===== src/rtl/walk_pkg.sv =====
// Shared definitions for the pedestrian walk-button front end.
package walk_pkg;

  typedef enum logic [1:0] {
    IDLE         = 2'd0,
    PRESS_WAIT   = 2'd1,
    HELD         = 2'd2,
    RELEASE_WAIT = 2'd3
  } walk_state_e;

  localparam int DEFAULT_DEBOUNCE = 8;
  localparam int PRESS_CNT_W      = 8;

endpackage


===== src/rtl/sync_2ff.sv =====
// Generic two-flop synchroniser for asynchronous pedestrian/sensor inputs.
module sync_2ff #(
  parameter int WIDTH = 1
) (
  input  logic             clk,
  input  logic             Reset_Sync,
  input  logic [WIDTH-1:0] d,
  output logic [WIDTH-1:0] q
);

  logic [WIDTH-1:0] s1_q;
  logic [WIDTH-1:0] s2_q;

  always_ff @(posedge clk) begin
    if (Reset_Sync) begin
      s1_q <= '0;
      s2_q <= '0;
    end else begin
      s1_q <= d;
      s2_q <= s1_q;
    end
  end

  assign q = s2_q;

endmodule


===== src/rtl/walk_button_sync.sv =====
// Walk push-button conditioner: synchronise, debounce, one WR_Sync pulse per press.
// Define WALK_PRESS_COUNT_EN to add the saturating Press_Count output.
module walk_button_sync
  import walk_pkg::*;
#(
  parameter int DEBOUNCE_CYCLES = DEFAULT_DEBOUNCE,
  parameter int CNT_W           = 4
) (
  input  logic                   clk,
  input  logic                   Reset_Sync,
  input  logic                   Walk_Request,
  output logic                   WR_Sync,
  output logic                   Btn_Stable
`ifdef WALK_PRESS_COUNT_EN
  ,
  output logic [PRESS_CNT_W-1:0] Press_Count
`endif
);

  logic             s2;
  walk_state_e      state_q, state_d;
  logic [CNT_W-1:0] cnt_q, cnt_d;
  logic             wr_sync_q, wr_sync_d;
  logic             btn_stable_q, btn_stable_d;
  logic             last_sample;

  sync_2ff #(.WIDTH(1)) u_sync (
    .clk        (clk),
    .Reset_Sync (Reset_Sync),
    .d          (Walk_Request),
    .q          (s2)
  );

  // The current s2 sample completes the debounce window.
  assign last_sample = ((int'(cnt_q) + 1) == DEBOUNCE_CYCLES);

  always_ff @(posedge clk) begin
    if (Reset_Sync) begin
      state_q      <= IDLE;
      cnt_q        <= '0;
      wr_sync_q    <= 1'b0;
      btn_stable_q <= 1'b0;
    end else begin
      state_q      <= state_d;
      cnt_q        <= cnt_d;
      wr_sync_q    <= wr_sync_d;
      btn_stable_q <= btn_stable_d;
    end
  end

  always_comb begin
    state_d   = state_q;
    cnt_d     = cnt_q;
    wr_sync_d = 1'b0;
    case (state_q)
      IDLE: begin
        if (s2) begin
          if (DEBOUNCE_CYCLES == 1) begin
            state_d   = HELD;
            cnt_d     = '0;
            wr_sync_d = 1'b1;
          end else begin
            state_d = PRESS_WAIT;
            cnt_d   = CNT_W'(1);
          end
        end else begin
          cnt_d = '0;
        end
      end
      PRESS_WAIT: begin
        if (!s2) begin
          state_d = IDLE;
          cnt_d   = '0;
        end else if (last_sample) begin
          state_d   = HELD;
          cnt_d     = '0;
          wr_sync_d = 1'b1;
        end else begin
          cnt_d = cnt_q + CNT_W'(1);
        end
      end
      HELD: begin
        if (!s2) begin
          if (DEBOUNCE_CYCLES == 1) begin
            state_d = IDLE;
            cnt_d   = '0;
          end else begin
            state_d = RELEASE_WAIT;
            cnt_d   = CNT_W'(1);
          end
        end else begin
          cnt_d = '0;
        end
      end
      RELEASE_WAIT: begin
        // A high sample here is release bounce; return to HELD without a new pulse.
        if (s2) begin
          state_d = HELD;
          cnt_d   = '0;
        end else if (last_sample) begin
          state_d = IDLE;
          cnt_d   = '0;
        end else begin
          cnt_d = cnt_q + CNT_W'(1);
        end
      end
      default: begin
        state_d = IDLE;
        cnt_d   = '0;
      end
    endcase
    btn_stable_d = (state_d == HELD) || (state_d == RELEASE_WAIT);
  end

  assign WR_Sync    = wr_sync_q;
  assign Btn_Stable = btn_stable_q;

`ifdef WALK_PRESS_COUNT_EN
  logic [PRESS_CNT_W-1:0] press_count_q;

  always_ff @(posedge clk) begin
    if (Reset_Sync) begin
      press_count_q <= '0;
    end else if (wr_sync_d && (press_count_q != '1)) begin
      press_count_q <= press_count_q + PRESS_CNT_W'(1);
    end
  end

  assign Press_Count = press_count_q;
`endif

endmodule


===== config.mk =====
export PLATFORM = sky130hd
export DESIGN_NAME = walk_button_sync
export DESIGN_NICKNAME = d
export VERILOG_FILES = /design/src/rtl/walk_pkg.sv /design/src/rtl/sync_2ff.sv /design/src/rtl/walk_button_sync.sv
export SDC_FILE = /design/constraint.sdc
export NUM_CORES = 1
export LEC_CHECK = 0
export ABC_AREA = 1
export CORE_AREA = 3 3 40 42
export DETAILED_ROUTE_END_ITERATION = 10
export DIE_AREA = 0 0 43 45
export GPL_TIMING_DRIVEN = 0
export PLACE_DENSITY = 0.44
export RECOVER_POWER = 50
export SLEW_MARGIN = 20
export SYNTH_ARGS = -nofsm -noshare
export SYNTH_HDL_FRONTEND = slang
export SYNTH_SLANG_ARGS = --single-unit

===== constraint.sdc =====
create_clock -name clk -period 2.5 [get_ports clk]
set_clock_uncertainty 0.05 [all_clocks]
set_input_delay 0.5 -clock clk [delete_from_list [all_inputs] [get_ports clk]]
set_output_delay 0.5 -clock clk [all_outputs]
set_load 0.01 [all_outputs]

Yosys cells after proc, flatten, opt, wreduce, memory -nomap -nowiden
Cells that the tools add are included.
{"block": "word_totals", "reg_bits": 10, "in_bits": 3, "out_inout_bits": 2, "word_cells": 33}
{"block": "op_classes", "addsub": 2, "n_eq_ne": 6, "n_mux": 14, "bitwise": 2, "n_reduce_logical": 3}
{"operator": "$pmux W4 S4", "count": 1}
{"operator": "$mux W2", "count": 6}
{"operator": "$mux W4", "count": 3}
{"operator": "$eq A2 B2 Y1 const B", "count": 4}
{"operator": "$pmux W2 S4", "count": 1}
{"operator": "$add A4 B1 Y5 const B", "count": 1}
{"operator": "$eq A5 B4 Y1 const B", "count": 1}
{"operator": "$add A4 B1 Y4 const B", "count": 1}
{"operator": "$mux W1", "count": 3}
{"operator": "$reduce_or A3 Y1", "count": 1}
{"operator": "$eq A2 B1 Y1 const B", "count": 1}
{"operator": "$logic_not A2 Y1", "count": 1}
{"operator": "$not A1 Y1", "count": 2}
{"operator": "$logic_or A1 B1 Y1", "count": 1}

Longest topological paths before layout
{"block": "logic_depth", "ltp_word": 7, "mapped_depth": 7, "ltp_nobuf": 7}

Hierarchy
From an unflattened synthesis, not the netlist that was laid out.
{"block": "unflattened", "cells_unflattened": 48, "hier_area_um2": 366.6}
{"module": "walk_button_sync", "instances": 1, "cells_each": 42, "area_each_um2": 311.5, "seq_area_each_um2": 140.1}
{"module": "sync_2ff", "instances": 1, "cells_each": 6, "area_each_um2": 55.1, "seq_area_each_um2": 40.0}

Least setup slack after synthesis
OpenSTA, ideal clock, no wires.
{"block": "synth_path", "kind": "flip-flop to flip-flop", "startpoint": "reg cnt_q[0]", "endpoint": "reg state_q[1]", "arrival_time_ns": 0.902, "required_time_ns": 2.340, "path_slack_ns": 1.438, "stages_incl_launch_ff": 7, "path_cell_list": "dfxtp_1 -> ha_1 -> nand3_1 -> nor2_2 -> nand3_1 -> nand2_1 -> nor2_1"}
{"block": "synth_between", "elab_chain_len": 5}
{"item": "start, declared", "line": "walk_button_sync.sv:22", "text": "logic [CNT_W-1:0] cnt_q, cnt_d;"}
{"item": "start signal, assigned", "line": "walk_button_sync.sv:45", "text": "cnt_q <= cnt_d;"}
{"item": "$add A4 B1 Y5 *", "line": "walk_button_sync.sv:35", "text": "assign last_sample = ((int'(cnt_q) + 1) == DEBOUNCE_CYCLES);"}
{"item": "$eq A5 B4 Y1 *", "line": "walk_button_sync.sv:35"}
{"item": "$mux W2, on equally long branches", "line": "walk_button_sync.sv:100, walk_button_sync.sv:74"}
{"item": "$mux W2, on equally long branches", "line": "walk_button_sync.sv:97, walk_button_sync.sv:71"}
{"item": "$pmux W2 S4 *", "line": "walk_button_sync.sv:55", "text": "case (state_q)"}
{"item": "end signal, assigned", "line": "walk_button_sync.sv:44", "text": "state_q <= state_d;"}
{"item": "end, declared", "line": "walk_button_sync.sv:21", "text": "walk_state_e state_q, state_d;"}
Mark *: on every way between the ends. The rest lies on a longest branch, timed or not.
A chain may end at the register's enable or synchronous reset.

==> results.toml <==
[placement]
place_inst = 64
place_hpwl_um = 439
portBuffers = 4
gp_congestion = 0.643

[sta]
setup_tns_ps = 0
fmax_mhz = 590
hold_viol = 0
slew_headroom = 0.884
finalCritPeriodShare = 0.678
worstMarginPinSlew_ps = 174
min_period_ps = 1700
setup_viol = 0
rsz0062_at_grt = "no"
drv_slew = 0

[die]
start_util = 0.276
die_x_um = 43
core_area_mm2 = 0.00128
dieArea_mm2 = 0.00194
rows = 13
dieHeight_um = 45
io_pins = 5

[worst_setup_path]
end_kind = "output pin"
crit_buf_inv = 1
crit_chain = "clkdlybuf4s50_1"
crit_cells = 1
crit_fanout = 3
critPathMaxStageDelay_ps = 540
slowest_stage = "clkdlybuf4s50_1"
required_ps = 1950
worst_setup_path_start_kind = "register"
cp_top_family = "buffers and inverters"
cp_data_arrival_time_ps = 1150
path_class = "reg -> out"
rrSetupSlack_ps = 1350
r2r.worst_path.cells = 6

[grt]
grt_max_degree = 7
grt_usage = 0.0750
grt_pass1_wl_um = 1040
grt_overflow = 0
antenna_found_initial = 0
first_global_vias = 264

[route]
routed_via_density = 4.24
drt_iter0_drc = 4
wl_um = 524
vias = 288
drt_pre_antenna_iters = 3
ant_nets = 0
route.detailed.drc = 0
wl_per_cell_um = 7.71

[final_layout]
fillers = 139
fin_nets = 58
synthToLayoutAreaGrowth_pct = 24.0
drive_above_1_share = 0.0943
fin_util = 0.342
n_antenna_cell = 0
stdcell_count = 68

[clocking]
clk_latency_ps = 250
cts.sinks = 9
cts_resized = 0
cts_post_setup_buffers_inserted = 0
clockRootBuffer = "clkbuf_4"
clk_pin_slew_worst_paths_ps = 60
cts_tree = "built"
numCtsBuffers = 3
cts_buffer_depth = 2
cts_hold_buf = 0
htreeDepth = 1

[yosys]
ys_warn_count = 0
syn_area_um2 = 354
synth_fp_nets = 49
synthDistinctLibCells = 13
syn_avg_cell_area_um2 = 7.87
seq_area_frac_synth = 0.509
ys_ff_latch = 9
synth_cells = 45

[pwr]
power_uw = 264
power_density_mw_per_mm2 = 600
ir_worst_vdd_mv = 0.201
p_leak_nw = 0.184

[run_status]
outcome = "completed"

[job]
maxCapViolCount = 0

[min_path]
min_path_type = "reg -> reg"
hold_depth = 2
==> worst paths after layout <==
| path | startpoint | endpoint |
|---|---|---|
| worst max-delay path | state_q[1]$_SDFF_PP0_ | Btn_Stable |
| worst min-delay path | u_sync.s1_q$_SDFF_PP0_ | u_sync.q$_SDFF_PP0_ |
| worst max register to register | cnt_q[0]$_SDFF_PP0_ | state_q[1]$_SDFF_PP0_ |
| worst min register to register | u_sync.s1_q$_SDFF_PP0_ | u_sync.q$_SDFF_PP0_ |
==> power by group <==
group | internal (mW) | switching, mW
logic | 0.00411 | 0.00375
clock network | 0.0613 | 0.0471
registers | 0.146 | 0.00161
==> logic make-up after synthesis <==
kind of cell	share of synthesized area
adder cells (fa/ha/maj)	0.0353
buffers and inverters	0.0954
AO/OA/AOI/OAI	0.0283
XOR/XNOR	0.0247
AND/OR/NAND/NOR	0.307
flip-flops	0.509
==> final cells by class <==
cell class	count	area, um^2	area share
timing repair buffer	4	40.0	0.0912
tap	15	18.8	0.0427
sequential	9	180	0.410
clock buffer	4	26.3	0.0598
inverter	9	33.8	0.0769
multi-input combinational	27	140	0.319
==> synth_stat cells <==
cell type	number	area (um^2)
a21oi_1	2	10.0
dfxtp_1	9	180
ha_1	1	12.5
inv_1	9	33.8
nand2_1	7	26.3
nand3_1	4	20.0
nand3_2	1	10.0
nand4_1	1	6.26
nor2_1	6	22.5
nor2_2	1	6.26
nor3_1	2	10.0
nor3b_1	1	7.51
xor2_1	1	8.76
==> metal layers <==
| layer | vias up | global-route usage | part of all wire |
|---|---|---|---|
| met3 | 2 | 0.0239 | 0.055 |
| met2 | 4 | 0.108 | 0.45 |
| met1 | 123 | 0.0870 | 0.47 |
| met5 | - | 0 | 0 |
| li1 | 159 | - | - |
| met4 | 0 | 0.0723 | 0.017 |
==> per-stage QoR <==
step,setup slack (ps),area (um^2),hold WS [ps]
2_1_floorplan,1440,354,338
5_1_grt,768,439,380
3_5_place_dp,922,413,346
6_report,805,439,353
3_3_place_gp,949,413,342
4_1_cts,799,439,355
==> sequential cells by signal, indices dropped and copies added, names as in the netlist <==
name,cells
WR_Sync,1
cnt_q,4
state_q,2
u_sync.q,1
u_sync.s1_q,1
==> worst reg2reg max path, cell delays in order (launching register included) <==
cell	delay, ps
dfxtp_1	370
ha_1	200
nand3_1	120
nor2_2	140
nand3_1	80
nand2_1	60
nor2_1	30
==> layout by cell type (no fill, tap or decap) <==
cell and n:
nor3_1 2, a21oi_1 2, inv_1 9, clkbuf_1 1, clkbuf_4 3, clkdlybuf4s50_1 3
nand3_2 1, nor2_1 6, nand3_1 4, dfxtp_1 9, nor2_2 1, nand2_1 7
nand4_1 1, dlygate4sd3_1 1, nor3b_1 1, xor2_1 1, ha_1 1
Note: power is estimated with default switching activity, not from simulation.
